File: src/rtl/trap_commit_unit_pkg.sv
// Shared CSR/trap types for the writeback trap sequencer.
// Exception pack layout, CSR addresses, mstatus fields, FSM states.
package trap_commit_unit_pkg;

  localparam int CSR_XLEN = 64;

  localparam logic [11:0] CSR_MSTATUS = 12'h300;
  localparam logic [11:0] CSR_MTVEC   = 12'h305;
  localparam logic [11:0] CSR_MEPC    = 12'h341;
  localparam logic [11:0] CSR_MCAUSE  = 12'h342;
  localparam logic [11:0] CSR_MTVAL   = 12'h343;

  localparam int MSTATUS_MIE    = 3;
  localparam int MSTATUS_MPIE   = 7;
  localparam int MSTATUS_MPP_LO = 11;
  localparam int MSTATUS_MPP_HI = 12;

  localparam logic [1:0] PRIV_M = 2'b11;

  localparam logic [CSR_XLEN-1:0] CAUSE_ILLEGAL = 64'd2;

  typedef struct packed {
    logic                except;
    logic [CSR_XLEN-1:0] epc;
    logic [CSR_XLEN-1:0] ecause;
    logic [CSR_XLEN-1:0] etval;
  } except_pack_t;

  typedef enum logic [2:0] {
    IDLE,
    T_EPC,
    T_CAUSE,
    T_TVAL,
    T_STATUS,
    R_STATUS,
    REDIRECT
  } trap_state_t;

endpackage

File: src/rtl/trap_commit_unit_target_calc.sv
// Trap entry address from mtvec: direct or vectored
// (vectored only for interrupts, i.e. cause MSB set).
module trap_target_calc
  import trap_commit_unit_pkg::*;
#(
  parameter int XLEN = CSR_XLEN
) (
  input  logic [XLEN-1:0] mtvec,
  input  logic [XLEN-1:0] cause,
  output logic [XLEN-1:0] target
);

  logic [XLEN-1:0] base;
  logic [XLEN-1:0] offs;
  logic            vec;

  always_comb begin
    base   = {mtvec[XLEN-1:2], 2'b00};
    offs   = XLEN'({1'b0, cause[XLEN-2:0]}) << 2;
    vec    = (mtvec[1:0] == 2'b01) && cause[XLEN-1];
    target = vec ? base + offs : base;
  end

endmodule

File: src/rtl/trap_commit_unit.sv
// WB-stage trap/MRET commit: serialises M-mode CSR updates,
// flushes the pipe, redirects fetch and owns the privilege level.
module trap_commit_unit
  import trap_commit_unit_pkg::*;
#(
  parameter int         XLEN       = CSR_XLEN,
  parameter logic [1:0] RESET_PRIV = 2'b11
) (
  input  logic            clk,
  input  logic            rst,
  input  logic            valid_wb,
  input  except_pack_t    except_wb,
  input  logic            mret_wb,
  input  logic [XLEN-1:0] pc_wb,
  input  logic [XLEN-1:0] mtvec_i,
  input  logic [XLEN-1:0] mepc_i,
  input  logic [XLEN-1:0] mstatus_i,
  output logic            csr_we_o,
  output logic [11:0]     csr_waddr_o,
  output logic [XLEN-1:0] csr_wdata_o,
  output logic [1:0]      priv_o,
  output logic            flush_o,
  output logic            stall_o,
  output logic            redirect_o,
  output logic [XLEN-1:0] redirect_pc_o
);

  trap_state_t     state;
  logic [XLEN-1:0] epc_q;
  logic [XLEN-1:0] cause_q;
  logic [XLEN-1:0] tval_q;
  logic            mret_q;

  logic            take_trap;
  logic            take_mret;
  logic            bad_mret;
  logic            detect;
  logic [XLEN-1:0] trap_pc;
  logic [XLEN-1:0] st_trap;
  logic [XLEN-1:0] st_mret;

  assign take_trap = valid_wb & except_wb.except;
  assign take_mret = valid_wb & mret_wb
                   & ~except_wb.except & (priv_o == PRIV_M);
  assign bad_mret  = valid_wb & mret_wb
                   & ~except_wb.except & (priv_o != PRIV_M);
  assign detect    = rst & (state == IDLE)
                   & (take_trap | take_mret | bad_mret);

  trap_target_calc #(.XLEN(XLEN)) u_target (
    .mtvec  (mtvec_i),
    .cause  (cause_q),
    .target (trap_pc)
  );

  always_ff @(posedge clk or negedge rst) begin
    if (!rst) begin
      state   <= IDLE;
      priv_o  <= RESET_PRIV;
      epc_q   <= '0;
      cause_q <= '0;
      tval_q  <= '0;
      mret_q  <= 1'b0;
    end else begin
      unique case (state)
        IDLE: begin
          unique case (1'b1)
            take_trap: begin
              state   <= T_EPC;
              epc_q   <= except_wb.epc;
              cause_q <= except_wb.ecause;
              tval_q  <= except_wb.etval;
              mret_q  <= 1'b0;
            end
            bad_mret: begin
              state   <= T_EPC;
              epc_q   <= pc_wb;
              cause_q <= CAUSE_ILLEGAL;
              tval_q  <= '0;
              mret_q  <= 1'b0;
            end
            take_mret: begin
              state   <= R_STATUS;
              mret_q  <= 1'b1;
            end
            default: ;
          endcase
        end
        T_EPC:    state <= T_CAUSE;
        T_CAUSE:  state <= T_TVAL;
        T_TVAL:   state <= T_STATUS;
        T_STATUS: begin
          priv_o <= PRIV_M;
          state  <= REDIRECT;
        end
        R_STATUS: begin
          priv_o <= mstatus_i[MSTATUS_MPP_HI:MSTATUS_MPP_LO];
          state  <= REDIRECT;
        end
        REDIRECT: state <= IDLE;
        default:  state <= IDLE;
      endcase
    end
  end

  always_comb begin
    st_trap = mstatus_i;
    st_trap[MSTATUS_MPIE] = mstatus_i[MSTATUS_MIE];
    st_trap[MSTATUS_MIE]  = 1'b0;
    st_trap[MSTATUS_MPP_HI:MSTATUS_MPP_LO] = priv_o;
    st_mret = mstatus_i;
    st_mret[MSTATUS_MIE]  = mstatus_i[MSTATUS_MPIE];
    st_mret[MSTATUS_MPIE] = 1'b1;
    st_mret[MSTATUS_MPP_HI:MSTATUS_MPP_LO] = 2'b00;
  end

  always_comb begin
    csr_we_o      = 1'b0;
    csr_waddr_o   = '0;
    csr_wdata_o   = '0;
    redirect_o    = 1'b0;
    redirect_pc_o = '0;
    flush_o       = detect | (state != IDLE);
    stall_o       = detect | (state != IDLE);
    unique case (state)
      T_EPC: begin
        csr_we_o    = 1'b1;
        csr_waddr_o = CSR_MEPC;
        csr_wdata_o = epc_q;
      end
      T_CAUSE: begin
        csr_we_o    = 1'b1;
        csr_waddr_o = CSR_MCAUSE;
        csr_wdata_o = cause_q;
      end
      T_TVAL: begin
        csr_we_o    = 1'b1;
        csr_waddr_o = CSR_MTVAL;
        csr_wdata_o = tval_q;
      end
      T_STATUS: begin
        csr_we_o    = 1'b1;
        csr_waddr_o = CSR_MSTATUS;
        csr_wdata_o = st_trap;
      end
      R_STATUS: begin
        csr_we_o    = 1'b1;
        csr_waddr_o = CSR_MSTATUS;
        csr_wdata_o = st_mret;
      end
      REDIRECT: begin
        redirect_o    = 1'b1;
        redirect_pc_o = mret_q ? {mepc_i[XLEN-1:1], 1'b0}
                               : trap_pc;
      end
      default: ;
    endcase
  end

endmodule

File: config.mk
export PLATFORM = sky130hd
export DESIGN_NAME = trap_commit_unit
export DESIGN_NICKNAME = d
export VERILOG_FILES = /design/src/rtl/trap_commit_unit_pkg.sv /design/src/rtl/trap_commit_unit_target_calc.sv /design/src/rtl/trap_commit_unit.sv
export SDC_FILE = /design/constraint.sdc
export NUM_CORES = 1
export LEC_CHECK = 0
export CELL_PAD_IN_SITES_DETAIL_PLACEMENT = 1
export CELL_PAD_IN_SITES_GLOBAL_PLACEMENT = 1
export CORE_MARGIN = 2
export CORE_UTILIZATION = 29
export CTS_CLUSTER_SIZE = 16
export DETAILED_ROUTE_END_ITERATION = 10
export HOLD_SLACK_MARGIN = 0.15
export PLACE_DENSITY_LB_ADDON = 0.1
export SLEW_MARGIN = 10
export SYNTH_ARGS = -nofsm -noshare
export SYNTH_HDL_FRONTEND = slang
export SYNTH_HIERARCHICAL = 1
export SYNTH_SLANG_ARGS = --single-unit
File: constraint.sdc
create_clock -name clk -period 4.15 [get_ports clk]
set_clock_uncertainty 0.05 [all_clocks]
set_input_delay 0.83 -clock clk [delete_from_list [all_inputs] [get_ports clk]]
set_output_delay 0.83 -clock clk [all_outputs]
set_load 0.05 [all_outputs]
==> results of run 1 <==
==> worst min-delay path by stage <==
stage	start	end	depth (start not counted)
global placement	tval_q[38]	tval_q[38]	1
floorplan	cause_q[62]	cause_q[62]	1
detailed placement	tval_q[8]	tval_q[8]	1
global route	rst	epc_q[1]	1
finish	rst	epc_q[8]	1
CTS	rst	epc_q[1]	1
==> worst max-delay path, stage by stage <==
cell and delay [ps]:
buf_8 100, ha_4 140, fa_2 230, a211oi_2 90, o21ai_1 110, or3b_4 410, a311oi_4 400, buf_4 200
o211ai_1 80, buf_4 170, a211oi_4 320, nor2_4 90, o31ai_4 220, xnor2_1 150, o21ai_1 90, mux2i_1 240
nor2_4 80, buf_12 170
==> power groups by stage <==
stage	Combinational (mW)	Sequential (mW)	Clock, mW
2_1_floorplan	8.14	3.30	0
3_3_place_gp	13.8	3.63	0
3_5_place_dp	14.0	3.66	0
4_1_cts	15.1	3.70	1.69
5_1_grt	16.7	3.83	1.76
6_report	15.8	3.73	1.66
==> metal layers <==
metal	part of all wire [%]	GRT usage, %	vias up
met1	44	38.84	8979
met3	5.6	5.500	92
met2	48	48.20	537
met4	2.5	11.26	8
li1	-	-	8112
met5	0.056	0	-
==> stage by stage <==
| stage | util [%] | hold slack [ps] | setup WS, ps |
|---|---|---|---|
| after CTS | 51.48 | 198.1 | -927.4 |
| after floorplan | - | 415.5 | -312.1 |
| after global placement | 47.86 | 434.5 | -1429 |
| final | 52.95 | 202.3 | -854.5 |
| after global routing | 52.95 | 218.1 | -980.5 |
| after detailed placement | 47.86 | 436.9 | -1489 |
==> logic make-up (layout without fill, tap and decap cells) <==
kind of cell / Yosys count / in the layout / synth area share [%]
AO/OA/AOI/OAI: 686 / 686 / 33.11
XOR/XNOR: 54 / 54 / 3.147
adder cells (fa/ha/maj): 62 / 62 / 5.212
buffers and inverters: 187 / 1028 / 5.445
flip-flops: 198 / 198 / 32.99
multiplexers: 131 / 131 / 9.058
other: 2 / 32 / 0.04997
AND/OR/NAND/NOR: 372 / 372 / 10.99
==> sequential cells by signal, summed over array words and instances, names as in the netlist <==
register and flops:
mret_q 1, cause_q 64, state 3, priv_o 2, epc_q 64, tval_q 64
==> cells in the mapped netlist (11+ instances only) <==
library cell	count	area [µm²]
nand2_1	156	585.6
nand4_1	20	125.1
a211oi_1	12	90.09
buf_1	16	60.06
o21ai_1	44	220.2
inv_1	21	78.83
a22o_1	127	1112
nor3_1	13	65.06
a22oi_1	63	473.0
clkbuf_1	98	367.9
and3_1	11	68.82
nand3_1	15	75.07
mux2i_1	91	910.9
ha_1	61	763.2
o32ai_1	64	560.5
a21o_1	39	292.8
dfrtp_1	196	4905
o21bai_1	17	127.6
xor2_1	20	175.2
xnor2_1	34	297.8
buf_4	12	90.09
a21oi_1	68	340.3
nor2_1	115	431.7
o22ai_1	25	156.4
a2bb2oi_1	65	569.3
mux2_1	40	450.4
o21ai_0	102	510.5
buf_2	33	165.2
==> what timing repair did <==
item                                    CTS  global route
resized for setup                       351           137
buffers inserted                         37            35
endpoints found under the setup margin   57            56
pin swaps                               167           125
==> layout make-up <==
class	count	area, µm²
Antenna cell	23	57.56
Clock buffer	23	488.0
Clock inverter	9	67.56
Fill cell	5702	24140
Inverter	24	90.09
Multi-Input combinational cell	1314	11170
Sequential cell	198	4970
Tap cell	680	850.8
Timing Repair Buffer	972	9475
==> results.ini, run 1 <==
[worst_setup_path]
arrival_ps = 4120
crit_type = input pin to output port
endpoint = redirect_pc_o[60]
ff2ff_setup_slack_ps = 1300
r2r_start = state[0]
start_kind = input pin
cp.required_ps = 3270
rr_endpoint = cause_q[15]
worstSetupEndpointType = output port
crit_path_start = mtvec_i[2]
r2r_cells = 6
cp_max_fo = 2

[finish]
mostFrequentLayoutCells = clkdlybuf4s50_1 (434), buf_4 (384), dfrtp_1 (190)
final_nets = 3042
syn_to_final_growth_pct = 80.77
final_cell_area_um2 = 27170
drive_gt1_share_pct = 32.64
final_common_cell = clkdlybuf4s50_1
final_cells = 3243

[worst_hold_path]
min_path_type = input pin to async pin

[global_routing]
grt-ovfl-total = 0
grt_max_degree = 155
grt_usage_pct = 29.59
antenna_found_initial = 27
grt_pass1_wl_mm = 119.5
grt_pass1_vias = 18660

[floorplanning]
io_pins = 599
row_count = 83
die_area_um2 = 53660
die_h_um = 231.6
die_x_um = 231.6
coreArea_um2 = 51300
start_util_pct = 29.29

[sta]
max_freq_mhz = 199.8
worst_pin_slew_ps = 1531
final-hold-violation-count = 0
maxSlewHeadroom_pct = -2.288
min_period_ps = 5005
finalSetupTns_ps = -18810
drv_slew = 1
rsz0062_at_grt = yes
period_share_pct = 120.6
setup_ws_ps = -854.5
setup_violations = 47

[run]
cap_violations = 0

[placement]
gp_congestion = 0.9462
placed_area_um2 = 24550
dp.final_hpwl_mm = 63.97
placed_cells = 3130
port_buffers = 589

[pwr]
combPwrFrac_pct = 74.6
seqPwrFrac_pct = 17.6
p_int_mw = 10.69
clkPwrFrac_pct = 7.8
p_per_area_nw_per_um2 = 780.5
ir_drop_uv = 487.9
p_sw_share_pct = 49.60
switchingPower_mw = 10.52
power_leakage_nw = 11.58
p_total_mw = 21.20

[routing]
drt-wirelength-per-cell_um = 25.33
vias = 17730
first_pass_iters = 5
vias_per_cell = 5.467
antenna_left = 0
drc = 0
detail_route.iter0.violations = 1100
routed_wl_mm = 82.16

[clock_network]
cts_max_level = 4
hold_buffers = 0
cts_tree = done
clockBufferDepth = 2
numCtsBuffers = 17
clk_pin_slew_ps = 70
clock-root-buffer = clkbuf_16
clkSinkCount = 198
worst_skew_pair.late_latency_ps = 470

[synth]
seq_area_frac_synth_pct = 32.99
async_reset_ff_share_pct = 100.0
synthCells = 1692
ys_warn_count = 6
ys_seq_elements = 198
synth_area_um2 = 15030
synth_cell_types = 74
synth_edf_count = 0
avgSynthCellArea_um2 = 8.882
synth_flop_cell = dfrtp_1

[run_status]
status = complete, but fails checks
violations = max-slew violations, negative setup slack

Power figures use the tool's default switching activity.
==> run 2, diff against run 1 <==
--- a/config.mk
+++ b/config.mk
@@ -13,6 +13,7 @@
 export DETAILED_ROUTE_END_ITERATION = 10
 export HOLD_SLACK_MARGIN = 0.15
 export PLACE_DENSITY_LB_ADDON = 0.1
+export SKIP_CTS_REPAIR_TIMING = 1
 export SLEW_MARGIN = 10
 export SYNTH_ARGS = -nofsm -noshare
 export SYNTH_HDL_FRONTEND = slang
==> run 2 against run 1 <==
Effect of this change:
- the flow still finishes with violations (max-slew violations, negative setup slack)
- fmax decreased by 2.2%
- wire length decreased by 0.87%
- critical path depth decreased by 3
- register-to-register slack got worse by 20 ps
- clock power about the same
- sequential share of layout area increased by 0.24 points
- non-clock buffer count decreased by 29
- utilization decreased by 0.68 points
- final cell count decreased by 0.86%
- critical path type unchanged
- critical endpoint is now redirect_pc_o[62]
- highest routed layer unchanged
==> results.ini, run 2 (same netlist as run 1, synthesis figures left out) <==
[sta]
hold_slack_ps = 210.6
setup_ws_ps = -969.5
drv_slew = 1
worst_pin_slew_ps = 1532
period_share_pct = 123.4
min_period_ps = 5120
max_freq_mhz = 195.3
rsz0062_at_grt = yes
setup_violations = 49
final-hold-violation-count = 0
maxSlewHeadroom_pct = -2.356

[clock_network]
clockBufferDepth = 2
numCtsBuffers = 17
clkSinkCount = 198
clock-root-buffer = clkbuf_16
cts_max_level = 4
worst_skew_pair.late_latency_ps = 470
clk_pin_slew_ps = 80
cts_tree = done

[floorplanning]
die_x_um = 231.6
row_count = 83
coreArea_um2 = 51300
die_area_um2 = 53660
start_util_pct = 29.29
io_pins = 599
die_h_um = 231.6

[placement]
post-place-ws_ps = -1489
placed_cells = 3130
port_buffers = 589
dp.final_hpwl_mm = 63.97
gp_congestion = 0.9462

[pwr]
power_leakage_nw = 11.60
p_total_mw = 20.77
p_per_area_nw_per_um2 = 774.3
ir_drop_uv = 487.8

[finish]
syn_to_final_growth_pct = 78.46
final_nets = 3013
multi_input_area_um2 = 11000
drive_gt1_share_pct = 30.51
num-fill-cells = 5723
mostFrequentLayoutCells = clkdlybuf4s50_1 (435), buf_4 (374), dfrtp_1 (189)
final_cells = 3215
fin_util_pct = 52.28
final_common_cell = clkdlybuf4s50_1
reg_top3 = cause_q x64, epc_q x64, tval_q x64
register_area_um2 = 4971

[global_routing]
grt_pass1_vias = 18250
grt-ovfl-total = 0
grt_usage_pct = 28.89
grt_max_degree = 155
grt_pass1_wl_mm = 116.7
antenna_found_initial = 30

[run_status]
status = complete, but fails checks
violations = max-slew violations, negative setup slack

[worst_setup_path]
ff2ff_setup_slack_ps = 1280
r2r_start = state[0]
path_cells = dlymetal6s2s_1, ha_4, a211oi_4, o21ai_1, or3b_4, a311oi_4, o211ai_2, a21oi_2, o2111ai_4, a2111oi_4, mux2i_1, o311ai_2, mux2i_1, nor2_4, buf_6
crit_type = input pin to output port
cp.required_ps = 3270
critPathMaxStageDelay_ps = 420
cp_common_cell = mux2i_1
worstSetupEndpointType = output port
rr_endpoint = cause_q[15]
cp_max_fo = 3
start_kind = input pin
arrival_ps = 4240
r2r_cells = 6
cp_slowest_cell = or3b_4

[run]
cap_violations = 0

[routing]
drt-wirelength-per-cell_um = 25.33
vias = 17610
routed_wl_mm = 81.44
drc = 0
antenna_left = 0
vias_per_cell = 5.477
first_pass_iters = 5
detail_route.iter0.violations = 1079

[worst_hold_path]
min_path_type = input pin to async pin

-- run 2: final cells by class --
class / instances / share of cell area [%]
Multi-Input combinational cell: 1314 / 41.00
Timing Repair Buffer: 943 / 34.66
Sequential cell: 198 / 18.54
Tap cell: 680 / 3.172
Clock buffer: 23 / 1.819
Inverter: 24 / 0.3359
Clock inverter: 9 / 0.2519
Antenna cell: 24 / 0.2239
-- run 2: report_power, final --
part | leakage (nW) | internal (mW) | total, mW | switching, mW
sequential | 2.39 | 2.84 | 3.74 | 0.903
combinational | 8.95 | 6.75 | 15.4 | 8.61
clock | 0.267 | 0.837 | 1.66 | 0.826
total | 11.6 | 10.4 | 20.8 | 10.3
-- run 2: how the worst max path moves through the flow --
stage / startpoint / endpoint / slack, ps / depth (start not counted)
final: mtvec_i[4] / redirect_pc_o[62] / -970 / 15
after global routing: cause_q[7] / redirect_pc_o[62] / -1090 / 15
after CTS: mtvec_i[2] / redirect_pc_o[62] / -1520 / 16
after detailed placement: mtvec_i[2] / redirect_pc_o[62] / -1490 / 16
after global placement: mtvec_i[2] / redirect_pc_o[62] / -1430 / 16
after floorplan: mtvec_i[10] / redirect_pc_o[62] / -310 / 14
-- run 2: critical path: cells and delay by family --
family / cells / cell delay [ps]
muxes: 2 / 530
buffers and inverters: 2 / 400
adders and majority gates: 1 / 340
and+or+nand+nor: 2 / 470
AOI/OAI and AO/OA: 8 / 1670
-- run 2: stage by stage --
stage          instance area, µm²  TNS, ps
6_report                    26820   -18990
5_1_grt                     26820   -25350
4_1_cts                     25110   -50210
3_5_place_dp                24550   -49520
3_3_place_gp                24550   -45910
2_1_floorplan               15490    -1328
-- run 2: metal layers --
layer,vias to the layer above,part of all wire [%],track usage (%)
met2,528,48,46.38
met5,-,0.071,0
met4,10,2.6,11.52
met1,8922,44,38.34
li1,8053,-,-
met3,97,5.1,5.229
